### src/rtl/ecc_pkg.sv
// ECC scrubber shared types and default widths.
// Imported by the scrubber top and its interval timer.
package ecc_pkg;

  localparam int DEF_ADDR_W = 10;
  localparam int DEF_CW_W   = 72;
  localparam int INTV_W     = 16;

  typedef enum logic [2:0] {
    IDLE,
    WAIT,
    READ,
    RESP,
    CHECK,
    WRITE,
    NEXT
  } scrub_state_t;

endpackage

### src/rtl/ecc_scrubber_timer.sv
// Interval down-counter for the scrubber.
// Load wins over decrement; zero flag is combinational.
module scrub_timer
  import ecc_pkg::*;
(
  input  logic              clk,
  input  logic              reset,
  input  logic              i_load,
  input  logic              i_dec,
  input  logic [INTV_W-1:0] i_value,
  output logic              o_zero
);

  logic [INTV_W-1:0] r_cnt;

  always_ff @(posedge clk) begin
    if (reset) begin
      r_cnt <= '0;
    end else if (i_load) begin
      r_cnt <= i_value;
    end else if (i_dec && (r_cnt != '0)) begin
      r_cnt <= r_cnt - INTV_W'(1);
    end
  end

  assign o_zero = (r_cnt == '0);

endmodule

### src/rtl/ecc_scrubber.sv
// Background ECC scrubber: walks memory, checks each word
// through an external SECDED decoder, writes back single-bit fixes.
module ecc_scrubber
  import ecc_pkg::*;
#(
  parameter int          ADDR_W    = DEF_ADDR_W,
  parameter int          CW_W      = DEF_CW_W,
  parameter int unsigned LAST_ADDR = (1 << ADDR_W) - 1
) (
  input  logic              clk,
  input  logic              reset,
  input  logic              enable,
  input  logic [INTV_W-1:0] scrub_interval,
  output logic              mem_req,
  output logic              mem_we,
  output logic [ADDR_W-1:0] mem_addr,
  output logic [CW_W-1:0]   mem_wdata,
  input  logic              mem_gnt,
  input  logic              mem_rvalid,
  input  logic [CW_W-1:0]   mem_rdata,
  output logic [CW_W-1:0]   dec_cw_in,
  input  logic [CW_W-1:0]   dec_cw_fixed,
  input  logic              dec_single,
  input  logic              dec_double,
  output logic              valid,
  output logic              single_error,
  output logic              double_error,
  output logic              busy,
  output logic              sweep_done,
  output logic              dbl_seen,
  output logic [ADDR_W-1:0] dbl_addr
);

  localparam logic [ADDR_W-1:0] LAST = ADDR_W'(LAST_ADDR);

  scrub_state_t      r_state;
  scrub_state_t      w_next;
  logic [ADDR_W-1:0] r_addr;
  logic [CW_W-1:0]   r_cw;
  logic [CW_W-1:0]   r_fix;
  logic              r_dbl_seen;
  logic [ADDR_W-1:0] r_dbl_addr;
  logic              w_load;
  logic              w_dec;
  logic              w_zero;
  logic              w_wrap;

  scrub_timer u_timer (
    .clk     (clk),
    .reset   (reset),
    .i_load  (w_load),
    .i_dec   (w_dec),
    .i_value (scrub_interval),
    .o_zero  (w_zero)
  );

  assign w_wrap = (r_addr == LAST);

  always_comb begin
    w_next       = r_state;
    w_load       = 1'b0;
    w_dec        = 1'b0;
    mem_req      = 1'b0;
    mem_we       = 1'b0;
    valid        = 1'b0;
    single_error = 1'b0;
    double_error = 1'b0;
    sweep_done   = 1'b0;
    unique case (r_state)
      IDLE: begin
        if (enable) begin
          w_next = WAIT;
          w_load = 1'b1;
        end
      end
      WAIT: begin
        if (w_zero) w_next = READ;
        else        w_dec  = 1'b1;
      end
      READ: begin
        mem_req = 1'b1;
        if (mem_gnt) w_next = RESP;
      end
      RESP: begin
        if (mem_rvalid) w_next = CHECK;
      end
      CHECK: begin
        valid = 1'b1;
        // a double report overrides any single flag
        if (dec_double) begin
          double_error = 1'b1;
          w_next       = NEXT;
        end else if (dec_single) begin
          single_error = 1'b1;
          w_next       = WRITE;
        end else begin
          w_next = NEXT;
        end
      end
      WRITE: begin
        mem_req = 1'b1;
        mem_we  = 1'b1;
        if (mem_gnt) w_next = NEXT;
      end
      NEXT: begin
        sweep_done = w_wrap;
        if (enable) begin
          w_next = WAIT;
          w_load = 1'b1;
        end else begin
          w_next = IDLE;
        end
      end
      default: w_next = IDLE;
    endcase
  end

  always_ff @(posedge clk) begin
    if (reset) begin
      r_state    <= IDLE;
      r_addr     <= '0;
      r_cw       <= '0;
      r_fix      <= '0;
      r_dbl_seen <= 1'b0;
      r_dbl_addr <= '0;
    end else begin
      r_state <= w_next;
      if (r_state == RESP && mem_rvalid) begin
        r_cw <= mem_rdata;
      end
      if (r_state == CHECK) begin
        if (dec_double) begin
          r_dbl_seen <= 1'b1;
          r_dbl_addr <= r_addr;
        end else if (dec_single) begin
          r_fix <= dec_cw_fixed;
        end
      end
      if (r_state == NEXT) begin
        r_addr <= w_wrap ? '0 : r_addr + ADDR_W'(1);
      end
    end
  end

  assign busy      = (r_state != IDLE);
  assign mem_addr  = r_addr;
  assign mem_wdata = r_fix;
  assign dec_cw_in = r_cw;
  assign dbl_seen  = r_dbl_seen;
  assign dbl_addr  = r_dbl_addr;

endmodule

### config.mk
export PLATFORM = sky130hd
export DESIGN_NAME = ecc_scrubber
export DESIGN_NICKNAME = d
export VERILOG_FILES = /design/src/rtl/ecc_pkg.sv /design/src/rtl/ecc_scrubber_timer.sv /design/src/rtl/ecc_scrubber.sv
export SDC_FILE = /design/constraint.sdc
export NUM_CORES = 1
export LEC_CHECK = 0
export BUFFER_PORTS_ARGS = -buffer_cell sky130_fd_sc_hd__buf_2
export CORE_AREA = 2 2 133 135
export CTS_CLUSTER_SIZE = 28
export DETAILED_ROUTE_END_ITERATION = 8
export DIE_AREA = 0 0 135 137
export PLACE_DENSITY_LB_ADDON = 0.1
export SYNTH_ARGS = -nofsm -noshare
export SYNTH_HDL_FRONTEND = slang
export SYNTH_SLANG_ARGS = --single-unit
### constraint.sdc
create_clock -name clk -period 3.03 [get_ports clk]
set_input_delay 0.606 -clock clk [delete_from_list [all_inputs] [get_ports clk]]
set_output_delay 0.606 -clock clk [all_outputs]
set_load 0.1 [all_outputs]
-- After elaboration in Yosys (flattened, before gate mapping)
Index checks and enable logic that the tools add are counted.
- bits of input ports: 167
- output and inout bits: 172
- word-level logic and storage cells: 59
- bits in registers: 184
- reduce and logical (&&, ||, !) cells: 12
- bitwise gates (word level): 1
- equal/unequal tests: 12
- multiplexer cells: 25
- $add $sub $neg: 2
- operator list (cell ; count):
    $mux 16 ; 2
    $pmux 3 s7 ; 1
    $logic_not 16->1 ; 1
    $reduce_bool 16->1 ; 1
    $sub 16x1->16 const B ; 1
    $mux 3 ; 5
    $mux 1 ; 14
    $add 10x1->10 const B ; 1
    $eq 10x10->1 const B ; 1
    $mux 10 ; 1
    $eq 3x3->1 const B ; 3
    $ne 2x2->1 const B ; 4
    $eq 3x2->1 const B ; 2
    $reduce_and 5->1 ; 1
    $mux 2 ; 2
    $reduce_or 2->1 ; 2
    $eq 3x1->1 const B ; 1
    $logic_not 3->1 ; 1
    $reduce_and 3->1 ; 1
    $reduce_bool 3->1 ; 1
    $logic_and 1x1->1 ; 2
    $ne 2x1->1 const B ; 1
    $reduce_and 2->1 ; 1
    $reduce_bool 2->1 ; 1
    $not 1->1 ; 1

-- Logic depth before layout (Yosys ltp)
- depth in word-level cells: 6
- gate-level depth with buffers: 7
- depth with buffers taken out: 6

-- Hierarchy
From an unflattened synthesis, not the netlist that was laid out.
- cell total of the unflattened synthesis: 874
- area total of the unflattened synthesis: 7016.7 um^2
- by module, submodules not included (module ; area an instance (um^2) ; cells an instance ; times used ; sequential area each (um^2)):
    ecc_scrubber ; 6072.1 ; 760 ; 1 ; 3363.2
    scrub_timer ; 944.7 ; 114 ; 1 ; 320.3

-- Worst setup path before layout
Ideal clock, no wire load.
- kind: register to output
- from: register r_state[2]
- to: output port double_error
- arrival: 4203 ps
- buffers on the path: 2
- stages on the path, launching flop included: 6
- setup slack: -1779 ps
- cells stage by stage: dfxtp_1 > clkbuf_1 > nor3b_1 > nand2_1 > inv_1 > clkbuf_1
- longest elaborated chain between the ends: 2
- RTL lines (what ; RTL line ; RTL):
    from (decl) ; ecc_scrubber.sv:36 ; scrub_state_t r_state;
    from (signal assigned) ; ecc_scrubber.sv:127 ; r_state <= w_next;
    $eq 3x3->1 ; ecc_scrubber.sv:69 ; unique case (r_state)
    $mux 1 ; ecc_scrubber.sv:69 ;
    to (decl) ; ecc_scrubber.sv:27 ; output logic double_error,
No other way between the ends.

-- Worst setup path in the final report
- from: register r_state[2]
- to: output port sweep_done
- longest elaborated chain between the ends: 2
- RTL lines (what ; RTL line ; RTL):
    $eq 3x3->1 ; ecc_scrubber.sv:69 ;
    $mux 1 ; ecc_scrubber.sv:69 ;
    to (decl) ; ecc_scrubber.sv:29 ; output logic sweep_done,
No other way between the ends.

==> metrics <==
multi-input gate area in the final layout=3080 sq um; critical path arrival=2240 ps; final max-slew violation count=0; Nets=1,371; placed cell count=1,408; final-report hold violation count=0; clock latency at the later pin of the worst-skew pair=440 ps; yosys synthesis warning count=0; share of the synthesized area in the top cell type=0.524; CTS-repair resized insts=0; DRC violations left=0; number of instances in the synthesized netlist=895; clock buffer depth=2; hold slack final=396 ps; Total Die Area=18,500 sq um; net count after synthesis=1,064; async set-reset flop share out of synthesis=0; critical path launch point=r_state[2]; FF/Latch Area=3680 sq um; starting density of the core=0.412; number of antenna violations at the first check in global routing=0; H-tree depth reported by CTS=4; required time at the endpoint of the critical path=2420 ps; startpoint of the lowest-slack hold path=dec_cw_fixed[22]; # Max-Cap Violations=0; number of flops mapped to enable cells by yosys=0; worst r2r src=u_timer.r_cnt[7]; cell types with the largest area share after synthesis=dfxtp_1 (52%), nand2_1 (17%), a21oi_1 (11%); Starting DRT DRC Count=365; category of the most critical setup path=reg2out; commonest register cell after synthesis=dfxtp_1; per-cell routed wire length=15.4 um; most common library cells after synthesis=nand2_1 (319), dfxtp_1 (184), a21oi_1 (160); proportion of synthesized chip area in sequential cells=0.524; I/O pin cnt=339; final clock period utilization by the worst path=0.939; average size of a mapped cell=7.85 sq um; horizontal die dimension=135 um; total standard cell area after synthesis=7020 sq um; total global-route track usage=0.230; number of setup buffers added after CTS=0; overall power=5.70 mW; critical path peak fanout=17; clk_skew=11.8 ps; unrepaired setup endpoints after global routing=false; count of buffers from port buffering=338; max frequency=351 MHz; cell taking the most area after synthesis=dfxtp_1; placer's final routability congestion estimate=0.812; shortest clock period the worst path allows after layout=2850 ps; element type at the critical path end=output port; antenna-violating nets left=0; wire length of the first global-routing pass=33,500 um; Clock transition at path regs=70 ps; TritonCTS clock tree=done; standard cell core area=17,100 sq um; via total after detailed routing=7,016; #FFs+latches synth=184; Setup violations, final=0; leftover overflow at the end of global routing=0; setup TNS=0 ps; number of CTS-inserted buffers=17; type of the worst min-delay path=in2reg; run status=completed; critical path startpoint category=flop; count of standard-cell rows=48; Clock Sink Count=184; largest net degree at the start of global routing=83; total wire length after detailed routing=22,100 um; max_slew headroom=0.452; y dimension of the die=137 um; Filler Cell Count=1,688; via-per-instance ratio=4.87; vias in the first global route=6,606; worst IR drop on VDD=0.000397 V; library cells used by synthesis=49; total power density per cell area=595 nW/um^2; Hold Buf Count CTS=0; post-detail-place hpwl=15,600 um; root buffer selected by CTS=clkbuf_16; total leakage power=4.16 nW; Worst Max-Slew Pin Slew=814 ps; count of TritonRoute iterations in the first routing pass=4; post-layout instance count excluding filler cells=1,441; layout-stage area growth over the synthesis result=36.5%; count leader, synth=nand2_1; fraction of layout cells with a size suffix above 1=0.324
[final timing paths]
check                           depth (start not counted)          endpoint  slack [ps]
worst max-delay path                                    4        sweep_done         180
worst min register to register                          2     mem_wdata[44]         450
worst min-delay path                                    3     mem_wdata[22]         400
worst max register to register                          4  u_timer.r_cnt[4]         680
[sequential cells by signal (all words and copies together), names as in the netlist]
register and cells:
dbl_seen 1, r_state 3, dec_cw_in 72, mem_wdata 72
mem_addr 10, u_timer.r_cnt 16, dbl_addr 10
[layout make-up]
class	instances	share of cell area
antenna	1	0.000261
inverter	11	0.00431
multi-input combinational	636	0.322
clock inverter	11	0.0166
timing repair buffer	352	0.194
sequential	184	0.384
clock buffer	21	0.0491
tap	225	0.0294
[cell usage in the layout (no fill, tap or decap), drive strengths merged, types with 9 or more instances in the layout]
cell type | synthesis | routed
nand2 | 319 | 319
nor2 | 32 | 32
a21oi | 160 | 160
clkbuf | 56 | 21
inv | 10 | 14
nand3 | 13 | 13
dfxtp | 184 | 184
nand4 | 9 | 9
a311oi | 11 | 11
buf | 8 | 352
[per-stage QoR]
stage               setup slack, ps   util  area (sq um)
global route                   98.4  0.562          9580
detailed placement              651  0.525          8950
global placement                641  0.525          8950
CTS                             181  0.562          9580
floorplan                      85.5      -          7040
finish                          185  0.562          9590
[cell families (layout without fill, tap and decap cells)]
| logic type | Yosys count | after routing | synth area share |
|---|---|---|---|
| xor gates and xnor gates | 9 | 9 | 0.0112 |
| adders and majority gates | 2 | 2 | 0.00356 |
| buffers and inverters | 75 | 395 | 0.0404 |
| and+or+nand+nor | 423 | 423 | 0.259 |
| other | 0 | 1 | 0 |
| AOI/OAI and AO/OA | 199 | 199 | 0.157 |
| DFF | 184 | 184 | 0.524 |
| muxes | 3 | 3 | 0.00428 |
[power breakdown]
group | total, mW | leakage, nW | switching [mW] | internal (mW)
registers | 2.56 | 1.49 | 0.0788 | 2.48
clock network | 2.37 | 0.305 | 0.985 | 1.38
logic | 0.780 | 2.37 | 0.517 | 0.263
[metal layers]
layer  global-route usage  routed length (um)  vias up
met2                0.401               10700      245
li1                     -                   -     3608
met4               0.0914                 462        0
met5                    0                   0        -
met3               0.0822                1940       33
met1                0.257                9000     3130
[worst max-delay path, stage by stage (launching register included)]
cell and delay, ps:
dfxtp_1 670, and4b_1 430, nand3_1 180, nor2_4 100
buf_2 430
Note: power is estimated with default switching activity, not from simulation.
